### src/rtl/clk_pkg.sv
// Shared constants for the multi-channel clock divider: reset half-periods
// for the default three-channel build and the channel-index width helper.
package clk_pkg;

  localparam int DEF_N_CH  = 3;
  localparam int DEF_CNT_W = 26;

  // ch2..ch0 reset half-periods at 100 MHz: 400 Hz, 2 Hz, 1 Hz.
  localparam logic [DEF_N_CH*DEF_CNT_W-1:0] DEF_HALF_3CH =
    {26'd125000, 26'd25000000, 26'd50000000};

  // Channel-select width; a single-channel build still gets a 1-bit select.
  function automatic int ch_width(input int n_ch);
    return (n_ch > 1) ? $clog2(n_ch) : 1;
  endfunction

endpackage

### src/rtl/clk_div_ch.sv
// One divider channel: half-period counter, square output, rising-edge tick,
// and an active/pending half-period pair that only swaps at a safe point.
module clk_div_ch
  import clk_pkg::*;
#(
  parameter int               CNT_W = 26,
  parameter logic [CNT_W-1:0] DEF   = CNT_W'(1)
) (
  input  logic             sclk,
  input  logic             rst,
  input  logic             en,
  input  logic             sync_clr,
  input  logic             wr,
  input  logic [CNT_W-1:0] wr_val,
  output logic             sq,
  output logic             tick,
  output logic [CNT_W-1:0] half
);

  logic [CNT_W-1:0] h;       // active half-period
  logic [CNT_W-1:0] p;       // pending half-period
  logic             pend;
  logic [CNT_W-1:0] c;       // position inside the current half-period
  logic             rise;    // sq rose on the previous edge; tick follows it

  logic             run;
  logic             term;
  logic             do_commit;
  logic [CNT_W-1:0] commit_val;

  // A zero half-period parks the channel exactly like a disable.
  assign run  = en && (h != '0);
  assign term = run && (c == h - CNT_W'(1));

  // A write arriving in the terminal cycle wins over the older pending value.
  assign commit_val = wr ? wr_val : p;
  // Idle channels commit at once; running ones only at a terminal so the
  // half-period in flight is never cut short. A clear defers the commit.
  assign do_commit  = !sync_clr && (wr || pend) && (!run || term);

  assign half = h;

  // Divisor registers: latch writes into P, move P into H on commit.
  // NOTE: every register here uses <= so all of them update from the same
  // pre-edge values; blocking = would leak new values into later statements.
  always_ff @(posedge sclk or posedge rst) begin
    if (rst) begin
      h    <= DEF;
      p    <= DEF;
      pend <= 1'b0;
    end else if (do_commit) begin
      h    <= commit_val;
      p    <= commit_val;
      pend <= 1'b0;
    end else if (wr) begin
      p    <= wr_val;
      pend <= 1'b1;
    end
  end

  // Counter and outputs: count to H-1, toggle sq, tick one cycle after a rise.
  always_ff @(posedge sclk or posedge rst) begin
    if (rst) begin
      c    <= '0;
      sq   <= 1'b0;
      rise <= 1'b0;
      tick <= 1'b0;
    end else if (sync_clr || !run) begin
      c    <= '0;
      sq   <= 1'b0;
      rise <= 1'b0;
      tick <= 1'b0;
    end else begin
      tick <= rise;
      if (term) begin
        c    <= '0;
        sq   <= ~sq;
        rise <= ~sq;
      end else begin
        c    <= c + CNT_W'(1);
        rise <= 1'b0;
      end
    end
  end

endmodule

### src/rtl/clk_div_multi.sv
// N_CH independent square-wave dividers sharing one divisor write port.
module clk_div_multi
  import clk_pkg::*;
#(
  parameter  int                      N_CH     = DEF_N_CH,
  parameter  int                      CNT_W    = DEF_CNT_W,
  parameter  logic [N_CH*CNT_W-1:0]   DEF_HALF = DEF_HALF_3CH,
  localparam int                      CH_W     = ch_width(N_CH)
) (
  input  logic                  sclk,
  input  logic                  rst,
  input  logic [N_CH-1:0]       en,
  input  logic                  sync_clr,
  input  logic                  div_wr,
  input  logic [CH_W-1:0]       div_ch,
  input  logic [CNT_W-1:0]      div_val,
  output logic [N_CH-1:0]       sq,
  output logic [N_CH-1:0]       tick,
  output logic [N_CH*CNT_W-1:0] half_rd
);

  // One channel per slice; out-of-range div_ch matches no channel.
  for (genvar i = 0; i < N_CH; i++) begin : g_ch
    logic wr_hit;
    assign wr_hit = div_wr && (div_ch == CH_W'(i));

    clk_div_ch #(
      .CNT_W (CNT_W),
      .DEF   (DEF_HALF[i*CNT_W +: CNT_W])
    ) u_ch (
      .sclk     (sclk),
      .rst      (rst),
      .en       (en[i]),
      .sync_clr (sync_clr),
      .wr       (wr_hit),
      .wr_val   (div_val),
      .sq       (sq[i]),
      .tick     (tick[i]),
      .half     (half_rd[i*CNT_W +: CNT_W])
    );
  end

endmodule

### config.mk
export PLATFORM = sky130hd
export DESIGN_NAME = clk_div_multi
export DESIGN_NICKNAME = d
export VERILOG_FILES = /design/src/rtl/clk_pkg.sv /design/src/rtl/clk_div_ch.sv /design/src/rtl/clk_div_multi.sv
export SDC_FILE = /design/constraint.sdc
export NUM_CORES = 1
export LEC_CHECK = 0
export BUFFER_PORTS_ARGS = -buffer_cell sky130_fd_sc_hd__buf_4
export CORE_MARGIN = 10
export CORE_UTILIZATION = 50
export DETAILED_ROUTE_END_ITERATION = 16
export GPL_TIMING_DRIVEN = 0
export PLACE_DENSITY_LB_ADDON = 0.3
export SLEW_MARGIN = 20
export SYNTH_ARGS = -nofsm -noshare
export SYNTH_HDL_FRONTEND = slang
export SYNTH_SLANG_ARGS = --single-unit
### constraint.sdc
create_clock -name sclk -period 13.6 [get_ports sclk]
set_input_delay 3.4 -clock sclk [delete_from_list [all_inputs] [get_ports sclk]]
set_output_delay 3.4 -clock sclk [all_outputs]
set_load 0.005 [all_outputs]
==> results of run 1 <==
per-layer routing:
layer	vias up	wire length, µm	track usage, %
li1	4524	-	-
met1	4855	15500	27.6
met2	297	15400	31.5
met3	53	1710	3.18
met4	0	873	5.37
met5	-	0	0
metrics by stage:
step | area [µm²] | hold WS (ns) | setup slack (ns) | power [mW]
2_1_floorplan | 13000 | 0.428 | 3.54 | 1.60
6_report | 15300 | 0.452 | 8.40 | 2.71
3_5_place_dp | 14400 | 0.444 | 7.95 | 1.99
3_3_place_gp | 14300 | 0.439 | 0.973 | 1.96
4_1_cts | 15300 | 0.458 | 8.39 | 2.72
5_1_grt | 15300 | 0.483 | 8.29 | 2.87
cell usage in the layout, fill, tap and decap left out, types with 5 or more instances in the layout:
cell	Yosys	routed
or3_1	15	15
or2_2	7	7
nor3_1	30	30
nor3b_1	7	7
and2_1	7	7
buf_2	7	7
o31ai_1	6	6
xor2_1	85	85
nor4_1	31	31
a31o_2	5	5
dfstp_2	62	62
ha_1	9	9
dfrtp_1	184	184
xnor2_1	83	83
nor2b_1	9	9
nand3b_1	10	10
and4_1	6	6
nand2_1	43	43
and3_1	31	31
nand4_1	20	20
clkbuf_16	0	27
mux2_2	153	153
nor4b_1	5	5
o21ai_0	13	13
o41ai_1	5	5
or4_1	21	21
clkbuf_8	0	9
buf_4	6	124
nand3_1	42	42
o211ai_1	6	6
a211oi_1	5	5
nor2_1	119	119
clkbuf_1	43	50
a21oi_1	14	14
inv_1	22	21
nand2b_1	8	8
report_power, final:
part / total, mW / switching, mW / internal, mW
Combinational: 0.856 / 0.422 / 0.434
Sequential: 1.13 / 0.204 / 0.923
Clock: 0.726 / 0.293 / 0.434
worst max path at each step:
stage	start	endpoint	slack [ns]	cells after the start
after floorplan	rst	g_ch[0].u_ch.c[0]$_DFF_PP0_	3.54	1
after global placement	rst	g_ch[2].u_ch.c[4]$_DFF_PP0_	0.97	2
after detailed placement	div_ch[0]	g_ch[2].u_ch.half[1]$_DFFE_PP0P_	7.95	6
after CTS	div_ch[0]	g_ch[2].u_ch.half[1]$_DFFE_PP0P_	8.39	6
after global routing	div_ch[0]	g_ch[0].u_ch.half[10]$_DFFE_PP0P_	8.29	9
final	div_ch[0]	g_ch[2].u_ch.half[1]$_DFFE_PP0P_	8.40	6
synth_stat cells, types with 7 or more instances:
| cell type | instances | area share, % |
|---|---|---|
| nor2b_1 | 9 | 0.43 |
| and2_1 | 7 | 0.34 |
| mux2_2 | 153 | 13 |
| nor3b_1 | 7 | 0.40 |
| nand2_1 | 43 | 1.2 |
| ha_1 | 9 | 0.87 |
| or2_2 | 7 | 0.34 |
| nand2b_1 | 8 | 0.38 |
| inv_1 | 22 | 0.64 |
| xnor2_1 | 83 | 5.6 |
| clkbuf_1 | 43 | 1.2 |
| and3_1 | 31 | 1.5 |
| dfstp_2 | 62 | 13 |
| xor2_1 | 85 | 5.7 |
| nand4_1 | 20 | 0.96 |
| buf_2 | 7 | 0.27 |
| or3_1 | 15 | 0.72 |
| dfrtp_1 | 184 | 35 |
| or4_1 | 21 | 1.2 |
| nand3b_1 | 10 | 0.58 |
| a21oi_1 | 14 | 0.54 |
| nor2_1 | 119 | 3.4 |
| o21ai_0 | 13 | 0.50 |
| nor3_1 | 30 | 1.2 |
| nor4_1 | 31 | 1.5 |
| nand3_1 | 42 | 1.6 |
area by class of cell:
class                      instances  share of cell area, %
clock buffer                      43                   5.41
buffer                            62                   1.93
multi-input combinational        857                   41.9
tap                              330                   2.71
timing repair buffer             120                   6.17
sequential                       246                   40.9
clock inverter                     6                  0.435
inverter                          22                  0.591
cell families (layout without fill, tap and decap cells):
group | Yosys count | in the layout | synth area share, %
adders and majority gates | 9 | 9 | 0.866
DFF | 246 | 246 | 47.9
and+or+nand+nor | 430 | 430 | 18.0
AOI/OAI and AO/OA | 90 | 90 | 5.16
muxes | 160 | 160 | 13.8
buffers and inverters | 84 | 253 | 2.90
xor gates and xnor gates | 168 | 168 | 11.3
state kept, by name, summed over array words and instances (netlist names):
name,flops
g_ch.u_ch.c,78
g_ch.u_ch.half,78
g_ch.u_ch.p,78
g_ch.u_ch.pend,3
g_ch.u_ch.rise,3
g_ch.u_ch.sq,3
g_ch.u_ch.tick,3
==> out/metrics.cfg, run 1 <==
[layout]
utilization_pct=60.1
stdcell_count=1686
final-seq-area_mm2=0.00623
diodes=0
multi_input_area_mm2=0.00639
drive_gt1_share_pct=31.0
syn2layout_area_growth_pct=17.3
fillers=2129
nNetsFinal=1380

[placed_design]
hpwl_mm=24.6
dp.cells=1637
port_buffers=118
place_congestion=0.931

[timing]
slew_violations=0
finalHoldViolCount=0
tightest_slew_ns=0.927
setup_viol=0
clock.fmax_mhz=192
fin_crit_ns=5.20
rsz0062_at_grt=no
post-route-period-util_pct=38.2
relSlewSlack_pct=37.6
fin_skew_ns=0.0173
fin_setup_tns_ns=0

[worst_setup_path]
cp_max_fo=10
r2r_end=g_ch[1].u_ch.half[15]$_DFFE_PP0P_
reg2regPathDepth=11
path_class=input port to flop
crit_family=simple AND/OR/NAND/NOR gates
worst-r2r-setup-slack_ns=8.94
crit_slowest_cell=a311oi_4
cp_cell_sequence=buf_4, nand3b_1, nor2b_1, a311oi_4, buf_6, mux2_2
startpoint_type=input port
slowest_delay_ns=0.59
worstPathArrival_ns=5.61
timing.critical_path.buf_inv=2
cp.required_ns=14.01
cp-end-kind=flop
crit-reg2reg-launch=g_ch[1].u_ch.half[4]$_DFFE_PP0P_

[synth]
synth.ff_latch_count=246
synth_cell_type_count=68
synth-edff-count=0
avgSynthCellArea_um2=11.0
yosys_warnings=0
synth_fp_nets=1231
synthFlopType=dfrtp_1
netlist_area_mm2=0.0130
async_flop_share_pct=100
seq_area_frac_synth_pct=47.9
synth_cells=1187

[clock_tree]
clkSlewWorstSetupHoldPaths_ns=0.06
cts_tree=done
cts_hold_buf=0
cts_post_setup_buffers_inserted=0
cts_made_buffers=27
cts.sinks=246
clock_latency_ns=0.53
htree_levels=1
post_cts_resized=0
root_buffer=clkbuf_16
cts_buffer_depth=3

[floorplanning]
die_area_mm2=0.0329
io_pins=119
initial_utilization_pct=51.2
coreArea_mm2=0.0254
die_h_um=181
die_w_um=181
row_count=58

[global_route]
antenna_found_initial=0
grt_pass1_wl_mm=53.8
gr-total-overflow=0
grt_max_degree=110
grt_pass1_vias=9697
grt.total_usage_pct=19.9

[power_and_ir_drop]
peakVddDrop_uv=118
power.density_mw_per_mm2=178
p_leak_nw=6.29

[drt]
ant_nets=0
drt_iter0_markers=729
via_count=9729
vias_per_cell=5.77
routedWlPerCell_um=19.8
firstDrtPassIters=5
drt-total-wl_mm=33.4
drc_errors=0

[min_path]
whs_path_depth=1
hp-start=g_ch[2].u_ch.rise$_DFF_PP0_
hold_path_class=flop to flop
holdPathEnd=g_ch[2].u_ch.tick$_DFF_PP0_

[run]
cap_violations=0

[status]
outcome=finished, final reports clean

No activity file was read; power rests on OpenSTA's default activity.
==> run 2, diff against run 1 <==
- clock period: 13.6 -> 5.3 ns (I/O delays scaled with it)
==> run 2 against run 1 <==
  * Clock-buffer cell count shrank 3
  * Largest power group unchanged
  * Worst setup slack worse by 7.7 ns
  * Highest routed layer unchanged
  * Largest cell class unchanged
  * Critical endpoint is now g_ch[1].u_ch.half[17]$_DFFE_PP0P_
  * Hold slack improved by 0.023 ns
  * Clock skew decreased by 0.0011 ns
  * Critical path depth rose by 5
==> out/metrics.cfg, run 2 (synthesis results as in run 1) <==
[floorplanning]
die_h_um=181  ; unchanged
coreArea_mm2=0.0254  ; unchanged
io_pins=119  ; unchanged
row_count=58  ; unchanged
die_w_um=181  ; unchanged
initial_utilization_pct=51.2  ; unchanged
die_area_mm2=0.0329  ; unchanged

[layout]
nNetsFinal=1386  ; +0.43%
fillers=2152  ; +1.1%
stdcell_count=1692  ; +0.36%
utilization_pct=60.5  ; +0.40 points
drive_gt1_share_pct=31.4  ; +0.30 points
postLayoutCellArea_mm2=0.0154  ; +0.67%
layout.cells.most_common=dfrtp_1
layout_common_cells=dfrtp_1, mux2_2, buf_4, nor2_1, xor2_1
diodes=0  ; unchanged
syn2layout_area_growth_pct=18.1

[clock_tree]
cts_made_buffers=27  ; unchanged
cts_tree=done
cts_hold_buf=0  ; unchanged
clock_latency_ns=0.53  ; about the same
cts.sinks=246  ; unchanged
cts_buffer_depth=3  ; unchanged
clkSlewWorstSetupHoldPaths_ns=0.06  ; about the same
post_cts_resized=0  ; unchanged
htree_levels=1  ; unchanged
root_buffer=clkbuf_16
cts_post_setup_buffers_inserted=0  ; unchanged

[drt]
drt_iter0_markers=707  ; -3.0%
drt-total-wl_mm=33.9  ; +1.6%
via_count=9701  ; -0.29%
firstDrtPassIters=5  ; unchanged
vias_per_cell=5.73  ; -0.64%
drc_errors=0  ; unchanged
routedWlPerCell_um=20.1  ; +1.2%
ant_nets=0  ; unchanged

[worst_setup_path]
path_class=flop to flop
cp_max_fo=10  ; unchanged
cp-end-kind=flop
worstPathArrival_ns=5.02  ; -0.59 ns
r2r_end=g_ch[1].u_ch.half[17]$_DFFE_PP0P_
reg2regPathDepth=11  ; unchanged
setup.worst_path.start=g_ch[1].u_ch.half[4]$_DFFE_PP0P_
worst-r2r-setup-slack_ns=0.69  ; -8.25 ns
startpoint_type=flop
crit-reg2reg-launch=g_ch[1].u_ch.half[4]$_DFFE_PP0P_
cp.required_ns=5.71  ; -8.30 ns
endpoint=g_ch[1].u_ch.half[17]$_DFFE_PP0P_

[power_and_ir_drop]
share_comb_of_total_power_pct=31.6  ; about the same
switching_share_pct=33.9  ; -0.042 points
p_leak_nw=6.35  ; +0.88%
p_total_mw=6.97  ; +160%
peakVddDrop_uv=321  ; +170%
power.density_mw_per_mm2=454  ; +160%
pwr-share-clk_pct=26.8  ; about the same
seqPwrFrac_pct=41.6  ; about the same
internal-power_mw=4.61  ; +160%
switching_power_mw=2.36  ; +160%

[global_route]
grt_pass1_wl_mm=54.7  ; +1.7%
grt_pass1_vias=9966  ; +2.8%
antenna_found_initial=1  ; +1
grt_max_degree=35  ; -68%
gr-total-overflow=0  ; unchanged
grt.total_usage_pct=20.1  ; +0.23 points

[min_path]
hold_path_class=flop to flop

[placed_design]
placed_area_mm2=0.0145  ; +0.76%
dp.cells=1643  ; +0.37%
pre_cts_slack_ns=0.837  ; -7.12 ns
hpwl_mm=25.7  ; +4.3%
place_congestion=0.944  ; +1.4%
port_buffers=118  ; unchanged

[timing]
slew_violations=0  ; unchanged
post-route-period-util_pct=87.0
finalHoldViolCount=0  ; unchanged
final.setup.worst_slack_ns=0.688  ; -7.72 ns
fin_skew_ns=0.0162  ; -0.00108 ns
setup_viol=0  ; unchanged
rsz0062_at_grt=no
clock.fmax_mhz=217
tightest_slew_ns=0.984  ; +0.0566 ns
fin_crit_ns=4.61
relSlewSlack_pct=33.8  ; -3.8 points

[status]
outcome=finished, final reports clean

[run]
cap_violations=0  ; unchanged

-- run 2: worst min-delay path by stage --
stage                                       from                            to  slack, ns  cells after the start
finish               g_ch[2].u_ch.rise$_DFF_PP0_   g_ch[2].u_ch.tick$_DFF_PP0_       0.48                      1
global route        g_ch[1].u_ch.p[15]$_DFF_PP0_  g_ch[1].u_ch.p[15]$_DFF_PP0_       0.51                      1
CTS                  g_ch[2].u_ch.rise$_DFF_PP0_   g_ch[2].u_ch.tick$_DFF_PP0_       0.48                      1
detailed placement   g_ch[0].u_ch.rise$_DFF_PP0_   g_ch[0].u_ch.tick$_DFF_PP0_       0.47                      1
global placement     g_ch[2].u_ch.rise$_DFF_PP0_   g_ch[2].u_ch.tick$_DFF_PP0_       0.44                      1
floorplan            g_ch[0].u_ch.rise$_DFF_PP0_   g_ch[0].u_ch.tick$_DFF_PP0_       0.43                      1
-- run 2: power by group through the flow --
stage | Clock, mW | Sequential [mW] | Combinational, mW
finish | 1.87 | 2.90 | 2.21
floorplan | 0 | 2.74 | 1.37
detailed placement | 0 | 2.91 | 2.20
global route | 1.97 | 2.96 | 2.43
global placement | 0 | 2.91 | 2.13
CTS | 1.90 | 2.89 | 2.22
-- run 2: area by class of cell --
type | instances | area, µm² | share of cell area, %
multi-input cells | 857 | 6390 | 41.6
flip-flops and latches | 246 | 6230 | 40.6
repair buffers | 126 | 1050 | 6.86
clock buffers | 40 | 785 | 5.11
well taps | 330 | 413 | 2.69
plain buffers | 62 | 294 | 1.91
clock inverters | 9 | 101 | 0.660
inverters | 22 | 86.3 | 0.562
-- run 2: layer usage --
metal,global-route usage (%),part of all wire (%)
met5,0,0
met4,6.35,3.1
met3,3.04,5.0
met2,32.5,46
met1,27.2,46
-- run 2: worst max-delay path: stages, from the launching register on --
cell and delay, ns:
dfrtp_1 0.37, clkbuf_1 0.20, or4_1 0.56, clkbuf_1 0.23, nor3_1 0.66, nand2_1 0.19, o41ai_1 0.61, o2111ai_1 0.22
nor4_2 0.46, o21ai_1 0.34, buf_2 0.33, mux2_2 0.30
-- run 2: per-stage QoR --
stage,hold WS (ns),TNS (ns)
2_1_floorplan,0.428,0
3_3_place_gp,0.436,-114.25
3_5_place_dp,0.466,0
4_1_cts,0.480,0
5_1_grt,0.506,0
6_report,0.476,0
